--- src/rtl/cnn_pkg.sv ---
// rtl/cnn_pkg.sv - shared constants, datapath types and enums for the pooling stage
package cnn_pkg;

    localparam int DW    = 16;
    localparam int MAX_W = 32;

    typedef logic signed [DW-1:0] pix_t;
    typedef logic signed [DW+1:0] acc_t;

    typedef enum logic {
        POOL_MAX = 1'b0,
        POOL_AVG = 1'b1
    } pool_mode_e;

    typedef enum logic [1:0] {
        ST_IDLE = 2'd0,
        ST_RUN  = 2'd1,
        ST_FIN  = 2'd2
    } pool_state_e;

endpackage

--- src/rtl/pool_stream_2x2_if.sv ---
// rtl/pool_stream_2x2_if.sv - control, pixel-in and pooled-out signals of the pooling stage
interface pool_stream_2x2_if #(
    parameter int DW = 16,
    parameter int AW = 8
);

    logic                 start;
    logic [15:0]          map_size;
    logic                 mode;
    logic                 in_valid;
    logic signed [DW-1:0] in_data;
    logic                 busy;
    logic                 out_valid;
    logic signed [DW-1:0] out_data;
    logic [AW-1:0]        out_addr;
    logic                 done;

    modport master (
        output start, map_size, mode, in_valid, in_data,
        input  busy, out_valid, out_data, out_addr, done
    );

    modport slave (
        input  start, map_size, mode, in_valid, in_data,
        output busy, out_valid, out_data, out_addr, done
    );

endinterface

--- src/rtl/pool_line_buf.sv ---
// rtl/pool_line_buf.sv - half-row buffer of partial 2x2 results, sync write / comb read
module pool_line_buf #(
    parameter int DEPTH = 16,
    parameter int AW    = 4,
    parameter int W     = 18
) (
    input  logic                clk,
    input  logic                we,
    input  logic [AW-1:0]       addr,
    input  logic signed [W-1:0] wdata,
    output logic signed [W-1:0] rdata
);

    logic signed [W-1:0] mem [DEPTH];

    always_ff @(posedge clk) begin
        if (we) begin
            mem[addr] <= wdata;
        end
    end

    assign rdata = mem[addr];

endmodule

--- src/rtl/pool_stream_2x2.sv ---
// rtl/pool_stream_2x2.sv - on-the-fly 2x2 stride-2 max/avg pooling of a raster pixel stream
module pool_stream_2x2 #(
    parameter int MAX_W = cnn_pkg::MAX_W,
    parameter int DW    = cnn_pkg::DW,
    parameter int AW    = 8
) (
    input  logic clk,
    input  logic reset,
    pool_stream_2x2_if.slave bus
);

    import cnn_pkg::*;

    localparam int ACC_W = DW + 2;
    localparam int LB_D  = MAX_W / 2;
    localparam int LB_AW = (LB_D > 1) ? $clog2(LB_D) : 1;

    pool_state_e state;
    pool_mode_e  mode_q;
    logic [15:0] size_q;
    logic [15:0] row;
    logic [15:0] col;

    logic signed [ACC_W-1:0] h;
    logic signed [ACC_W-1:0] pix;
    logic signed [ACC_W-1:0] lb_rd;
    logic signed [ACC_W-1:0] lb_wd;
    logic signed [ACC_W-1:0] max3;
    logic signed [ACC_W-1:0] sum3;
    logic signed [ACC_W-1:0] result;
    logic [LB_AW-1:0]        lb_idx;
    logic                    lb_we;
    logic                    accept;
    logic                    col_last;
    logic                    row_last;

    assign pix      = {{2{bus.in_data[DW-1]}}, bus.in_data};
    assign accept   = (state == ST_RUN) && bus.in_valid && (size_q != 16'd0);
    assign col_last = (col == size_q - 16'd1);
    assign row_last = (row == size_q - 16'd1);
    assign lb_idx   = col[LB_AW:1];

    // Top row of each block parks its pair result; the bottom row folds it back in.
    assign lb_we = accept && col[0] && !row[0];
    assign lb_wd = (mode_q == POOL_MAX) ? ((h > pix) ? h : pix) : (h + pix);

    always_comb begin
        max3 = lb_rd;
        if (h > max3) begin
            max3 = h;
        end
        if (pix > max3) begin
            max3 = pix;
        end
        sum3   = lb_rd + h + pix;
        result = (mode_q == POOL_MAX) ? max3 : (sum3 >>> 2);
    end

    pool_line_buf #(
        .DEPTH (LB_D),
        .AW    (LB_AW),
        .W     (ACC_W)
    ) u_line_buf (
        .clk   (clk),
        .we    (lb_we),
        .addr  (lb_idx),
        .wdata (lb_wd),
        .rdata (lb_rd)
    );

    always_ff @(posedge clk or negedge reset) begin
        if (!reset) begin
            state         <= ST_IDLE;
            mode_q        <= POOL_MAX;
            size_q        <= 16'd0;
            row           <= 16'd0;
            col           <= 16'd0;
            h             <= '0;
            bus.busy      <= 1'b0;
            bus.out_valid <= 1'b0;
            bus.out_data  <= '0;
            bus.out_addr  <= '0;
            bus.done      <= 1'b0;
        end else begin
            bus.out_valid <= 1'b0;
            bus.done      <= 1'b0;
            case (state)
                ST_IDLE: begin
                    if (bus.start) begin
                        size_q   <= bus.map_size;
                        mode_q   <= pool_mode_e'(bus.mode);
                        row      <= 16'd0;
                        col      <= 16'd0;
                        state    <= ST_RUN;
                        bus.busy <= 1'b1;
                    end
                end
                ST_RUN: begin
                    if (size_q == 16'd0) begin
                        state    <= ST_FIN;
                        bus.busy <= 1'b0;
                        bus.done <= 1'b1;
                    end else if (accept) begin
                        if (!col[0]) begin
                            h <= pix;
                        end
                        if (col[0] && row[0]) begin
                            bus.out_valid <= 1'b1;
                            bus.out_data  <= result[DW-1:0];
                            bus.out_addr  <= AW'((row >> 1) * (size_q >> 1) + (col >> 1));
                        end
                        if (col_last) begin
                            col <= 16'd0;
                            row <= row + 16'd1;
                            if (row_last) begin
                                state    <= ST_FIN;
                                bus.busy <= 1'b0;
                                bus.done <= 1'b1;
                            end
                        end else begin
                            col <= col + 16'd1;
                        end
                    end
                end
                ST_FIN: begin
                    state <= ST_IDLE;
                end
                default: begin
                    state <= ST_IDLE;
                end
            endcase
        end
    end

endmodule
--- src/flat_wrapper.sv ---
// flat-port wrapper written by rule: the top's interface ports become plain ports
module pool_stream_2x2_flat import cnn_pkg::*;
#(
    parameter int MAX_W = cnn_pkg::MAX_W,
    parameter int DW    = cnn_pkg::DW,
    parameter int AW    = 8
)
  (clk, reset, bus_start, bus_map_size, bus_mode, bus_in_valid, bus_in_data, bus_busy, bus_out_valid, bus_out_data, bus_out_addr, bus_done);
  pool_stream_2x2_if #(.DW(DW), .AW(AW)) bus_i ();
  input  logic clk;
  input  logic reset;
  input wire logic [$bits(bus_i.start)-1:0] bus_start;
  input wire logic [$bits(bus_i.map_size)-1:0] bus_map_size;
  input wire logic [$bits(bus_i.mode)-1:0] bus_mode;
  input wire logic [$bits(bus_i.in_valid)-1:0] bus_in_valid;
  input wire logic [$bits(bus_i.in_data)-1:0] bus_in_data;
  output wire logic [$bits(bus_i.busy)-1:0] bus_busy;
  output wire logic [$bits(bus_i.out_valid)-1:0] bus_out_valid;
  output wire logic [$bits(bus_i.out_data)-1:0] bus_out_data;
  output wire logic [$bits(bus_i.out_addr)-1:0] bus_out_addr;
  output wire logic [$bits(bus_i.done)-1:0] bus_done;
  assign bus_i.start = bus_start;
  assign bus_i.map_size = bus_map_size;
  assign bus_i.mode = bus_mode;
  assign bus_i.in_valid = bus_in_valid;
  assign bus_i.in_data = bus_in_data;
  assign bus_busy = bus_i.busy;
  assign bus_out_valid = bus_i.out_valid;
  assign bus_out_data = bus_i.out_data;
  assign bus_out_addr = bus_i.out_addr;
  assign bus_done = bus_i.done;
  pool_stream_2x2 #(.MAX_W(MAX_W), .DW(DW), .AW(AW)) u_core (.clk(clk), .reset(reset), .bus(bus_i));
endmodule
--- config.mk ---
export PLATFORM = sky130hd
export DESIGN_NAME = pool_stream_2x2_flat
export DESIGN_NICKNAME = d
export VERILOG_FILES = /design/src/rtl/cnn_pkg.sv /design/src/rtl/pool_stream_2x2_if.sv /design/src/rtl/pool_line_buf.sv /design/src/rtl/pool_stream_2x2.sv /design/src/flat_wrapper.sv
export SDC_FILE = /design/constraint.sdc
export NUM_CORES = 1
export LEC_CHECK = 0
export BUFFER_PORTS_ARGS = -buffer_cell sky130_fd_sc_hd__buf_2
export CORE_UTILIZATION = 55
export CTS_BUF_LIST = sky130_fd_sc_hd__clkbuf_16
export CTS_CLUSTER_DIAMETER = 30
export DETAILED_ROUTE_END_ITERATION = 12
export MAX_ROUTING_LAYER = met4
export PLACE_DENSITY = 0.76
export SYNTH_ARGS = -nofsm -noshare
export SYNTH_HDL_FRONTEND = slang
export SYNTH_HIERARCHICAL = 1
export SYNTH_SLANG_ARGS = --single-unit
--- constraint.sdc ---
create_clock -name clk -period 8.02 [get_ports clk]
set_clock_uncertainty 0.1 [all_clocks]
set_input_delay 0.401 -clock clk [delete_from_list [all_inputs] [get_ports clk]]
set_output_delay 0.401 -clock clk [all_outputs]
set_load 0.02 [all_outputs]
==> qor.yml, run 1 <==
status:
  status: "finished clean"
power_and_ir_drop:
  vdd_ir_drop_max_v: 0.000253
  p_total_mw: 12.9
  p_leak_nw: 9.87
  power_density_nw_per_um2: 513
timing:
  setup_ws_ns: 1.11
  slew_headroom_pct: 17.3
  max_freq_mhz: 145
  finalHoldViolCount: 0
  rsz0062_at_grt: "no"
  fin_crit_ns: 6.91
  worst_slew_pin_slew_ns: 1.24
  fin_crit_sh_pct: 86.2
  timing.hold.ws_ns: 0.0345
  tns_ns: 0
  setup_violations: 0
  slew_viol_final: 0
critical_path:
  cpMostUsedCell: "buf_4"
  worst_setup_path_end_kind: "register"
  cpLargestDelayFamily: "compound AO/OA/AOI/OAI gates"
  worstPathRequired_ns: 8.40
  critPathKind: "reg -> reg"
  cp_max_fo: 36
  slowest_delay_ns: 0.87
  timing.critical_path.buf_inv: 4
  worstPathArrival_ns: 7.29
  start_kind: "register"
  crit_slowest_cell: "dfrtp_4"
  critical_path.cell_chain: "buf_4, mux4_2, a22oi_1, nand2_1, inv_1, ha_1, nand4_1, nor4_1, o31ai_1, a31oi_2, buf_4, mux2i_1, ha_1, a21o_1, a2111oi_0, nand2_1, o21ai_2, buf_4, mux2i_1, nor2_1, o22a_1"
synthesis:
  synth_top_cells_by_count: "288 x edfxtp_1, 188 x nand2_1, 108 x inv_1, 104 x ha_1, 94 x dfrtp_1"
  synth_edf_count: 288
  avgSynthCellArea_um2: 12.5
  synth_top_area_share_pct: 40.7
  ys_seq_area_share_pct: 51.8
  synth_warnings: 6
  ys_seq_elements: 382
  synthCells: 1703
  synthTopCellsByArea: "edfxtp_1 41%, dfrtp_1 11%, mux4_2 7.6%"
  synth.most_common_cell: "edfxtp_1"
  synth_area_leader_cell: "edfxtp_1"
  synth_area_um2: 21300
  async_flop_share_pct: 24.6
  synth_cell_types: 76
  synth.net_count: 1880
  synthFlopType: "edfxtp_1"
job:
  maxCapViolations: 0
final_layout:
  area_growth_pct: 18.6
  final_nets: 2005
  drive_gt1_share_pct: 20.4
  diodes: 0
  fillers: 2638
drt:
  drt_wl_total_um: 56200
  post_drt_wl_per_cell_um: 23.4
  remaining_drc_errors: 0
  detail-route-antenna-nets: 0
  routed_via_density: 6.18
  vias: 14846
  drtIter0Drc: 1403
  drt_pass1_iterations: 7
global_route:
  grt_max_degree: 64
  grt_pass1_wl_um: 87200
  grt_usage_pct: 30.5
  first_global_vias: 15025
  antenna_found_initial: 0
  gr-total-overflow: 0
worst_hold_path:
  worstHoldPathType: "in -> reg"
clock_network:
  cts-buffers-inserted: 80
  clkSinkCount: 382
  cts.path.max_buffers: 3
  clockRootBuffer: "clkbuf_16"
  clk_pin_slew_ns: 0.05
  cts_setup_buffers: 0
  cts_tree: "yes"
  clk_latency_ns: 0.61
  htree_levels: 3
floorplan:
  ios: 64
  chipHeight_um: 199
  die-area_um2: 39400
  die_w_um: 199
  start_util_pct: 56.2
  rows: 71
  core_um2: 37800
placed_design:
  pre_cts_ws_ns: 1.21
  globalplace.congestion: 0.921
  dp_hpwl_um: 34700
  io_buffer_count: 63
repair_timing:
| item | CTS | global route |
|---|---|---|
| endpoints found under the hold margin | 62 | 0 |
| gates resized for setup | 0 | 0 |
| hold buffers | 18 | 0 |
layer usage:
metal  up-vias  track usage (%)  wire length (um)
met5         -                -                 0
met4         0             10.2              1260
met3       108             6.14              4620
met2       704             47.1             26900
met1      7407             40.5             23400
li1       6627                -                 -
path summary, 6_finish.rpt:
check | cells past startpoint | end | start | slack [ns]
hold / removal | 3 | u_core/h[0]$_DFFE_PN0P_ | bus_in_data[0] | 0.03
setup reg to reg | 21 | u_core/bus.out_data[0]$_DFFE_PN0P_ | u_core/col[1]$_DFFE_PN0P_ | 1.11
setup / recovery | 21 | u_core/bus.out_data[0]$_DFFE_PN0P_ | u_core/col[1]$_DFFE_PN0P_ | 1.11
min in group asynchronous | 2 | u_core/bus.out_data[15]$_DFFE_PN0P_ | reset | 0.28
max in group asynchronous | 3 | u_core/size_q[11]$_DFFE_PN0P_ | reset | 6.37
hold reg to reg | 2 | u_core/bus.out_addr[0]$_DFFE_PN0P_ | u_core/bus.out_addr[0]$_DFFE_PN0P_ | 0.37
cell usage in the layout (no fill, tap or decap), types with 9 or more instances in the layout:
cell type and n:
nand3_1 17, and2_1 18, o21ai_0 61, dlygate4sd3_1 18, a22oi_2 10, mux2_2 21
buf_4 48, nand2b_1 19, nor4_1 11, a21oi_1 49, a22oi_1 30, edfxtp_1 288
nand2_1 188, nor2_1 71, dfrtp_1 92, inv_1 117, clkbuf_16 80, ha_1 104
clkinvlp_4 9, fa_1 36, nand4_1 26, buf_2 62, bufinv_16 11, nor3_1 22
or3_1 14, and3_1 11, xnor2_1 57, nor2b_1 16, or4_1 15, xor2_1 30
clkinv_2 13, mux4_2 72, inv_6 10, o211ai_1 18, a21o_1 13, mux2i_1 43
nor2_2 12, a31oi_1 13
per-stage QoR:
step                util (%)  cell area, um2  std cells
CTS                     66.6           25200       2404
global placement        58.8           22300       2239
floorplan                  -           21300       1703
global route            66.6           25200       2404
finish                  66.6           25200       2404
detailed placement      58.8           22300       2239
tightest hold or removal path: stages:
cell and delay, ns:
buf_2 0.16, nand2_1 0.06, o21ai_0 0.07
sequential cells by signal (all words and copies together), names as in the netlist:
register               flops
u_core/bus.busy            1
u_core/h                  16
u_core/mode_q              1
u_core/col                16
u_core/bus.out_addr        8
u_core/bus.out_data       16
u_core/bus.out_valid       1
u_core/u_line_buf/mem    288
u_core/size_q             16
u_core/state               2
u_core/bus.done            1
u_core/row                16
kinds of logic after synthesis:
logic type | Yosys count | share of synthesized area (%)
fa+ha+maj | 140 | 9.51
mux | 136 | 10.8
compound gates | 281 | 9.14
xor+xnor | 89 | 3.80
flops | 382 | 51.8
simple gates | 480 | 11.2
buf+inv | 195 | 3.84
where the power goes:
part	switching, mW	leakage [nW]	internal, mW
clock network	1.13	1.36	2.20
registers	0.474	3.79	2.86
logic	3.72	4.72	2.54
total	5.33	9.87	7.60
layout make-up:
class	instances	area, um2	share of cell area (%)
Timing Repair Buffer	129	871	3.45
Clock buffer	80	2000	7.94
Inverter	109	409	1.62
Clock inverter	67	764	3.03
Sequential cell	382	11000	43.7
Tap cell	511	639	2.54
Multi-Input combinational cell	1126	9510	37.7
Note: power is estimated with default switching activity, not from simulation.
==> run 2, diff against run 1 <==
--- a/config.mk
+++ b/config.mk
@@ -11,7 +11,7 @@
 export CTS_CLUSTER_DIAMETER = 30
 export DETAILED_ROUTE_END_ITERATION = 12
 export MAX_ROUTING_LAYER = met4
-export PLACE_DENSITY = 0.76
+export PLACE_DENSITY = 0.79
 export SYNTH_ARGS = -nofsm -noshare
 export SYNTH_HDL_FRONTEND = slang
 export SYNTH_HIERARCHICAL = 1
==> constraint.sdc (replaced) <==
create_clock -name clk -period 6.2 [get_ports clk]
set_clock_uncertainty 0.1 [all_clocks]
set_input_delay 0.31 -clock clk [delete_from_list [all_inputs] [get_ports clk]]
set_output_delay 0.31 -clock clk [all_outputs]
set_load 0.02 [all_outputs]
==> run 2 against run 1 <==
  * First-iteration DRC count up 21%
  * Routed wire length up 1.4%
  * Maximum frequency increased by 15%
  * Core utilization rose by 0.12 points
  * Register-to-register slack lost 0.92 ns
  * Sequential power rose by 26%
  * Final area up 0.18%
==> qor.yml, run 2 (synthesis results as in run 1) <==
power_and_ir_drop:
  power_density_nw_per_um2: 655
  p_leak_nw: 9.86
  p_total_mw: 16.5
  vdd_ir_drop_max_v: 0.000314
drt:
  met3_length_um: 5770
  detail-route-antenna-nets: 0
  drtIter0Drc: 1691
  drt_pass1_iterations: 7
  dr_wl_met2_um: 26800
  routed_via_density: 6.32
  highest_layer: "met4"
  post_drt_wl_per_cell_um: 23.5
  met1_length_um: 22400
  vias: 15302
  drt_wl_total_um: 57000
  remaining_drc_errors: 0
global_route:
  grt_usage_pct: 30.5
  gr-total-overflow: 0
  antenna_found_initial: 1
  grt_pass1_wl_um: 87200
  grt_max_degree: 67
  first_global_vias: 15201
final_layout:
  largest_register_ffs: 288
  area_growth_pct: 18.8
  fin_util_pct: 66.7
  regMostFlops: "u_core/u_line_buf/mem"
  final_cell_mix: "288 x edfxtp_1, 188 x nand2_1, 113 x inv_1"
  drive_gt1_share_pct: 20.5
  final_nets: 2026
  layout_commonest_cell: "edfxtp_1"
  fin_cells: 2420
critical_path:
  worstPathRequired_ns: 6.54
  timing.rr.start: "u_core/col[4]$_DFFE_PN0P_"
  r2r-end: "u_core/bus.out_data[0]$_DFFE_PN0P_"
  r2r_setup_slack_ns: 0.19
  critPathKind: "reg -> reg"
  worstPathArrival_ns: 6.35
  start_kind: "register"
  rr_worst_depth: 22
  worst_setup_path_end_kind: "register"
  cp_max_fo: 20
worst_hold_path:
  holdPathStages: 3
  holdPathEnd: "u_core/bus.busy$_DFFE_PN0P_"
  min_from: "bus_start"
  worstHoldPathType: "in -> reg"
timing:
  timing.hold.ws_ns: 0.0367
  finalHoldViolCount: 0
  fin_crit_sh_pct: 96.9
  setup_violations: 0
  slew_headroom_pct: 17.3
  worst_slew_pin_slew_ns: 1.24
  fin_crit_ns: 6.01
  max_freq_mhz: 166
  slew_viol_final: 0
floorplan:
  rows: 71
  chipHeight_um: 199
  ios: 64
  start_util_pct: 56.2
  die_w_um: 199
  die-area_um2: 39400
  core_um2: 37800
status:
  status: "finished clean"
clock_network:
  cts.path.max_buffers: 3
  clkSinkCount: 382
  clk_latency_ns: 0.62
  clk_pin_slew_ns: 0.05
  htree_levels: 3
  cts_tree: "yes"
  clockRootBuffer: "clkbuf_16"
  cts-buffers-inserted: 76
placed_design:
  globalplace.congestion: 0.957
  dpl.cell_count: 2245
  dp_hpwl_um: 34500
  io_buffer_count: 63
job:
  maxCapViolations: 0
==> run 2: worst max-delay path: stages (launching register included) <==
cell and delay [ns]:
dfrtp_1 0.60, nor2b_2 0.45, buf_4 0.33, a22oi_2 0.13, nand2_1 0.25, inv_1 0.09, ha_1 0.34, nand4_1 0.18
nor4_2 0.47, o31ai_1 0.15, a31oi_2 0.19, buf_4 0.34, mux2i_1 0.39, ha_1 0.32, a21oi_1 0.13, o21ai_0 0.16
o31ai_1 0.27, nand2_1 0.09, o21ai_2 0.14, buf_4 0.25, mux2i_1 0.23, nor2_1 0.06, o22a_1 0.18
==> run 2: timing repair <==
| item | in CTS | in global routing |
|---|---|---|
| endpoints found under the setup margin | 1 | 9 |
| buffers inserted | 1 | 5 |
| resized for setup | 0 | 1 |
| hold buffers | 31 | 0 |
| endpoints found under the hold margin | 58 | 0 |
==> run 2: report_power, final <==
| group | switching (mW) | total [mW] | leakage [nW] | internal [mW] |
|---|---|---|---|---|
| Combinational | 4.99 | 8.41 | 4.86 | 3.41 |
| Clock | 1.50 | 3.92 | 1.21 | 2.42 |
| Sequential | 0.521 | 4.22 | 3.79 | 3.70 |
==> run 2: how the worst max path moves through the flow <==
| stage | startpoint | to | slack (ns) |
|---|---|---|---|
| CTS | u_core/col[1]$_DFFE_PN0P_ | u_core/bus.out_data[0]$_DFFE_PN0P_ | 0.13 |
| global placement | u_core/col[1]$_DFFE_PN0P_ | u_core/bus.out_data[9]$_DFFE_PN0P_ | 0.30 |
| finish | u_core/col[4]$_DFFE_PN0P_ | u_core/bus.out_data[0]$_DFFE_PN0P_ | 0.19 |
| detailed placement | u_core/col[1]$_DFFE_PN0P_ | u_core/bus.out_data[9]$_DFFE_PN0P_ | 0.19 |
| floorplan | u_core/col[1]$_DFFE_PN0P_ | u_core/bus.out_data[0]$_DFFE_PN0P_ | 0.31 |
| global route | u_core/col[4]$_DFFE_PN0P_ | u_core/bus.out_data[0]$_DFFE_PN0P_ | -0.0009 |
==> run 2: stage by stage <==
stage | instance area [um2] | TNS, ns | worst slack (ns)
6_report | 25300 | 0 | 0.190
5_1_grt | 25300 | -0.000917 | -0.000917
4_1_cts | 25200 | 0 | 0.131
3_5_place_dp | 22400 | 0 | 0.187
3_3_place_gp | 22400 | 0 | 0.298
2_1_floorplan | 21300 | 0 | 0.310
==> run 2: metal layers <==
| metal | track usage [%] | vias up |
|---|---|---|
| met3 | 6.88 | 180 |
| met4 | 12.9 | 0 |
| met1 | 39.5 | 7518 |
| li1 | - | 6664 |
| met5 | - | - |
| met2 | 46.4 | 940 |
==> run 2: area by class of cell <==
| class | instances | area (um2) |
|---|---|---|
| fill | 2579 | 12600 |
| sequential | 382 | 11000 |
| multi-input combinational | 1126 | 9520 |
| clock buffer | 76 | 1900 |
| timing repair buffer | 154 | 1180 |
| tap | 511 | 639 |
| clock inverter | 61 | 591 |
| inverter | 109 | 409 |
| antenna | 1 | 2.50 |
==> run 3, diff against run 2 <==
--- a/config.mk
+++ b/config.mk
@@ -6,12 +6,15 @@
 export NUM_CORES = 1
 export LEC_CHECK = 0
 export BUFFER_PORTS_ARGS = -buffer_cell sky130_fd_sc_hd__buf_2
-export CORE_UTILIZATION = 55
+export CELL_PAD_IN_SITES_DETAIL_PLACEMENT = 1
+export CELL_PAD_IN_SITES_GLOBAL_PLACEMENT = 1
+export CORE_MARGIN = 5
+export CORE_UTILIZATION = 47
 export CTS_BUF_LIST = sky130_fd_sc_hd__clkbuf_16
 export CTS_CLUSTER_DIAMETER = 30
 export DETAILED_ROUTE_END_ITERATION = 12
 export MAX_ROUTING_LAYER = met4
-export PLACE_DENSITY = 0.79
+export PLACE_DENSITY = 0.81
 export SYNTH_ARGS = -nofsm -noshare
 export SYNTH_HDL_FRONTEND = slang
 export SYNTH_HIERARCHICAL = 1
==> run 3 against run 2 <==
  * First-iteration DRC count shrank 19%
  * Sequential power grew 2%
  * Maximum frequency grew 1.3%
  * Power grew 5.3%
  * Non-clock buffer count grew 2
  * Core utilization shrank 9.8 points
  * Flip-flop and latch count is the same
  * Critical path depth shrank 1
  * Combinational power grew 3.7%
  * Register-to-register slack gained 0.08 ns
  * Final area grew 1.7%
  * Sequential share of layout area shrank 0.72 points
==> qor.yml, run 3 (synthesis results as in run 1) <==
final_layout:
  diodes: 0
  layout_commonest_cell: "edfxtp_1"
  regMostFlops: "u_core/u_line_buf/mem"
  largest_register_ffs: 288
  final_cell_mix: "288 x edfxtp_1, 188 x nand2_1, 114 x inv_1"
  area_growth_pct: 20.8
  design_area_um2: 25700
  drive_gt1_share_pct: 21.2
  final_nets: 2032
placed_design:
  io_buffer_count: 63
  globalplace.congestion: 0.899
  placed_area_um2: 22500
  dp_hpwl_um: 42000
critical_path:
  cp_max_fo: 20
  timing.rr.start: "u_core/col[4]$_DFFE_PN0P_"
  slowest_delay_ns: 0.68
  rr_worst_depth: 21
  worstPathRequired_ns: 6.61
  r2r-end: "u_core/bus.out_data[15]$_DFFE_PN0P_"
  crit_slowest_cell: "dfrtp_1"
  worst_setup_path_end_kind: "register"
  timing.critical_path.buf_inv: 4
  cpLargestDelayFamily: "compound AO/OA/AOI/OAI gates"
  r2r_setup_slack_ns: 0.27
  critical_path.cell_chain: "nor2b_2, buf_4, a22oi_2, nand2_1, inv_1, ha_1, nand4_1, nor4_1, o31ai_1, a31oi_2, buf_12, mux2i_1, ha_1, a21o_1, a2111oi_0, nand2_1, o21ai_2, buf_4, mux2i_1, a32o_1, mux2_2"
  critPathKind: "reg -> reg"
  start_kind: "register"
  worstPathArrival_ns: 6.34
timing:
  fin_crit_ns: 5.93
  max_freq_mhz: 169
  slew_headroom_pct: 22.9
  setup_violations: 0
  worst_slew_pin_slew_ns: 1.16
  fin_crit_sh_pct: 95.7
  tns_ns: 0
  finalHoldViolCount: 0
  rsz0062_at_grt: "no"
  slew_viol_final: 0
floorplan:
  rows: 78
  die_w_um: 223
  ios: 64
  start_util_pct: 47.1
  chipHeight_um: 223
  core_um2: 45100
  die-area_um2: 49600
worst_hold_path:
  min_from: "bus_in_data[13]"
  worstHoldPathType: "in -> reg"
  holdPathStages: 2
  holdPathEnd: "u_core/h[13]$_DFFE_PN0P_"
status:
  status: "finished clean"
job:
  maxCapViolations: 0
clock_network:
  cts-buffers-inserted: 80
  clk_latency_ns: 0.61
  htree_levels: 3
  clkSinkCount: 382
  clk_pin_slew_ns: 0.05
  cts_tree: "yes"
  cts.path.max_buffers: 3
  clockRootBuffer: "clkbuf_16"
power_and_ir_drop:
  p_leak_nw: 10.0
  power_density_nw_per_um2: 679
  vdd_ir_drop_max_v: 0.000463
drt:
  remaining_drc_errors: 0
  post_drt_wl_per_cell_um: 26.4
  vias: 15380
  drt_pass1_iterations: 5
  drt_wl_total_um: 66600
  routed_via_density: 6.10
  detail-route-antenna-nets: 0
  drtIter0Drc: 1369
global_route:
  first_global_vias: 16618
  top_usage_layer: "met2"
  grt_use_met2_pct: 45.4
  antenna_found_initial: 1
  grt_usage_pct: 27.5
  use_met1_pct: 34.8
  met3_usage_pct: 4.51
  gr-total-overflow: 0
  grt_max_degree: 64
  grt_pass1_wl_um: 102000
## run 3: how the worst max path moves through the flow
stage / from / end / slack, ns / cells past startpoint
after global placement: u_core/col[1]$_DFFE_PN0P_ / u_core/bus.out_data[15]$_DFFE_PN0P_ / 0.50 / 22
after CTS: u_core/col[1]$_DFFE_PN0P_ / u_core/bus.out_data[15]$_DFFE_PN0P_ / 0.12 / 22
final: u_core/col[4]$_DFFE_PN0P_ / u_core/bus.out_data[15]$_DFFE_PN0P_ / 0.27 / 21
after detailed placement: u_core/col[1]$_DFFE_PN0P_ / u_core/bus.out_data[15]$_DFFE_PN0P_ / 0.21 / 22
after floorplan: u_core/col[1]$_DFFE_PN0P_ / u_core/bus.out_data[0]$_DFFE_PN0P_ / 0.31 / 24
after global routing: u_core/col[1]$_DFFE_PN0P_ / u_core/bus.out_data[11]$_DFFE_PN0P_ / 0.004 / 22
## run 3: final cells by class
| class | instances | area [um2] |
|---|---|---|
| clock buffers | 81 | 2030 |
| clock inverters | 69 | 815 |
| fillers | 4512 | 19400 |
| inverters | 109 | 409 |
| multi-input cells | 1126 | 9530 |
| flip-flops and latches | 382 | 11000 |
| well taps | 600 | 751 |
| repair buffers | 156 | 1140 |
## run 3: through the flow
step / total power, mW / utilization [%] / hold slack, ns / std cells / setup WS, ns
3_3_place_gp: 12.2 / 49.9 / 0.176 / 2341 / 0.505
5_1_grt: 18.4 / 56.9 / 0.0340 / 2523 / 0.00448
4_1_cts: 17.3 / 56.9 / 0.00714 / 2522 / 0.116
6_report: 17.4 / 56.9 / 0.0358 / 2523 / 0.268
3_5_place_dp: 12.7 / 49.9 / 0.184 / 2341 / 0.212
2_1_floorplan: 9.98 / - / -0.0856 / 1703 / 0.310
## run 3: report_power, final
group / switching [mW] / internal, mW
clock: 1.59 / 2.82
sequential: 0.593 / 3.70
combinational: 5.27 / 3.45
total: 7.46 / 9.97
## run 3: repair_timing
| item | CTS | global route |
|---|---|---|
| hold buffers | 31 | 0 |
| hold endpoints to repair | 61 | 0 |
| gates resized for setup | 0 | 1 |
| setup buffers | 0 | 1 |
| setup endpoints to repair | 0 | 9 |
## run 3: worst register-to-register path, cell delays in order, from the launching register on
cell       delay [ns]
dfrtp_1          0.68
nor2b_2          0.28
buf_4            0.40
a22oi_2          0.17
nand2_1          0.27
inv_1            0.12
ha_1             0.31
nand4_1          0.17
nor4_1           0.47
o31ai_1          0.16
a31oi_2          0.27
buf_12           0.22
mux2i_1          0.28
ha_1             0.29
a21o_1           0.18
a2111oi_0        0.38
nand2_1          0.13
o21ai_2          0.16
buf_4            0.23
mux2i_1          0.12
a32o_1           0.21
mux2_2           0.26
## run 3: routing by layer
layer  routed length [um]  up-vias
met2                33300      666
met1                26400     7889
li1                     -     6673
met3                 4770      152
met5                    0        -
met4                 2150        0
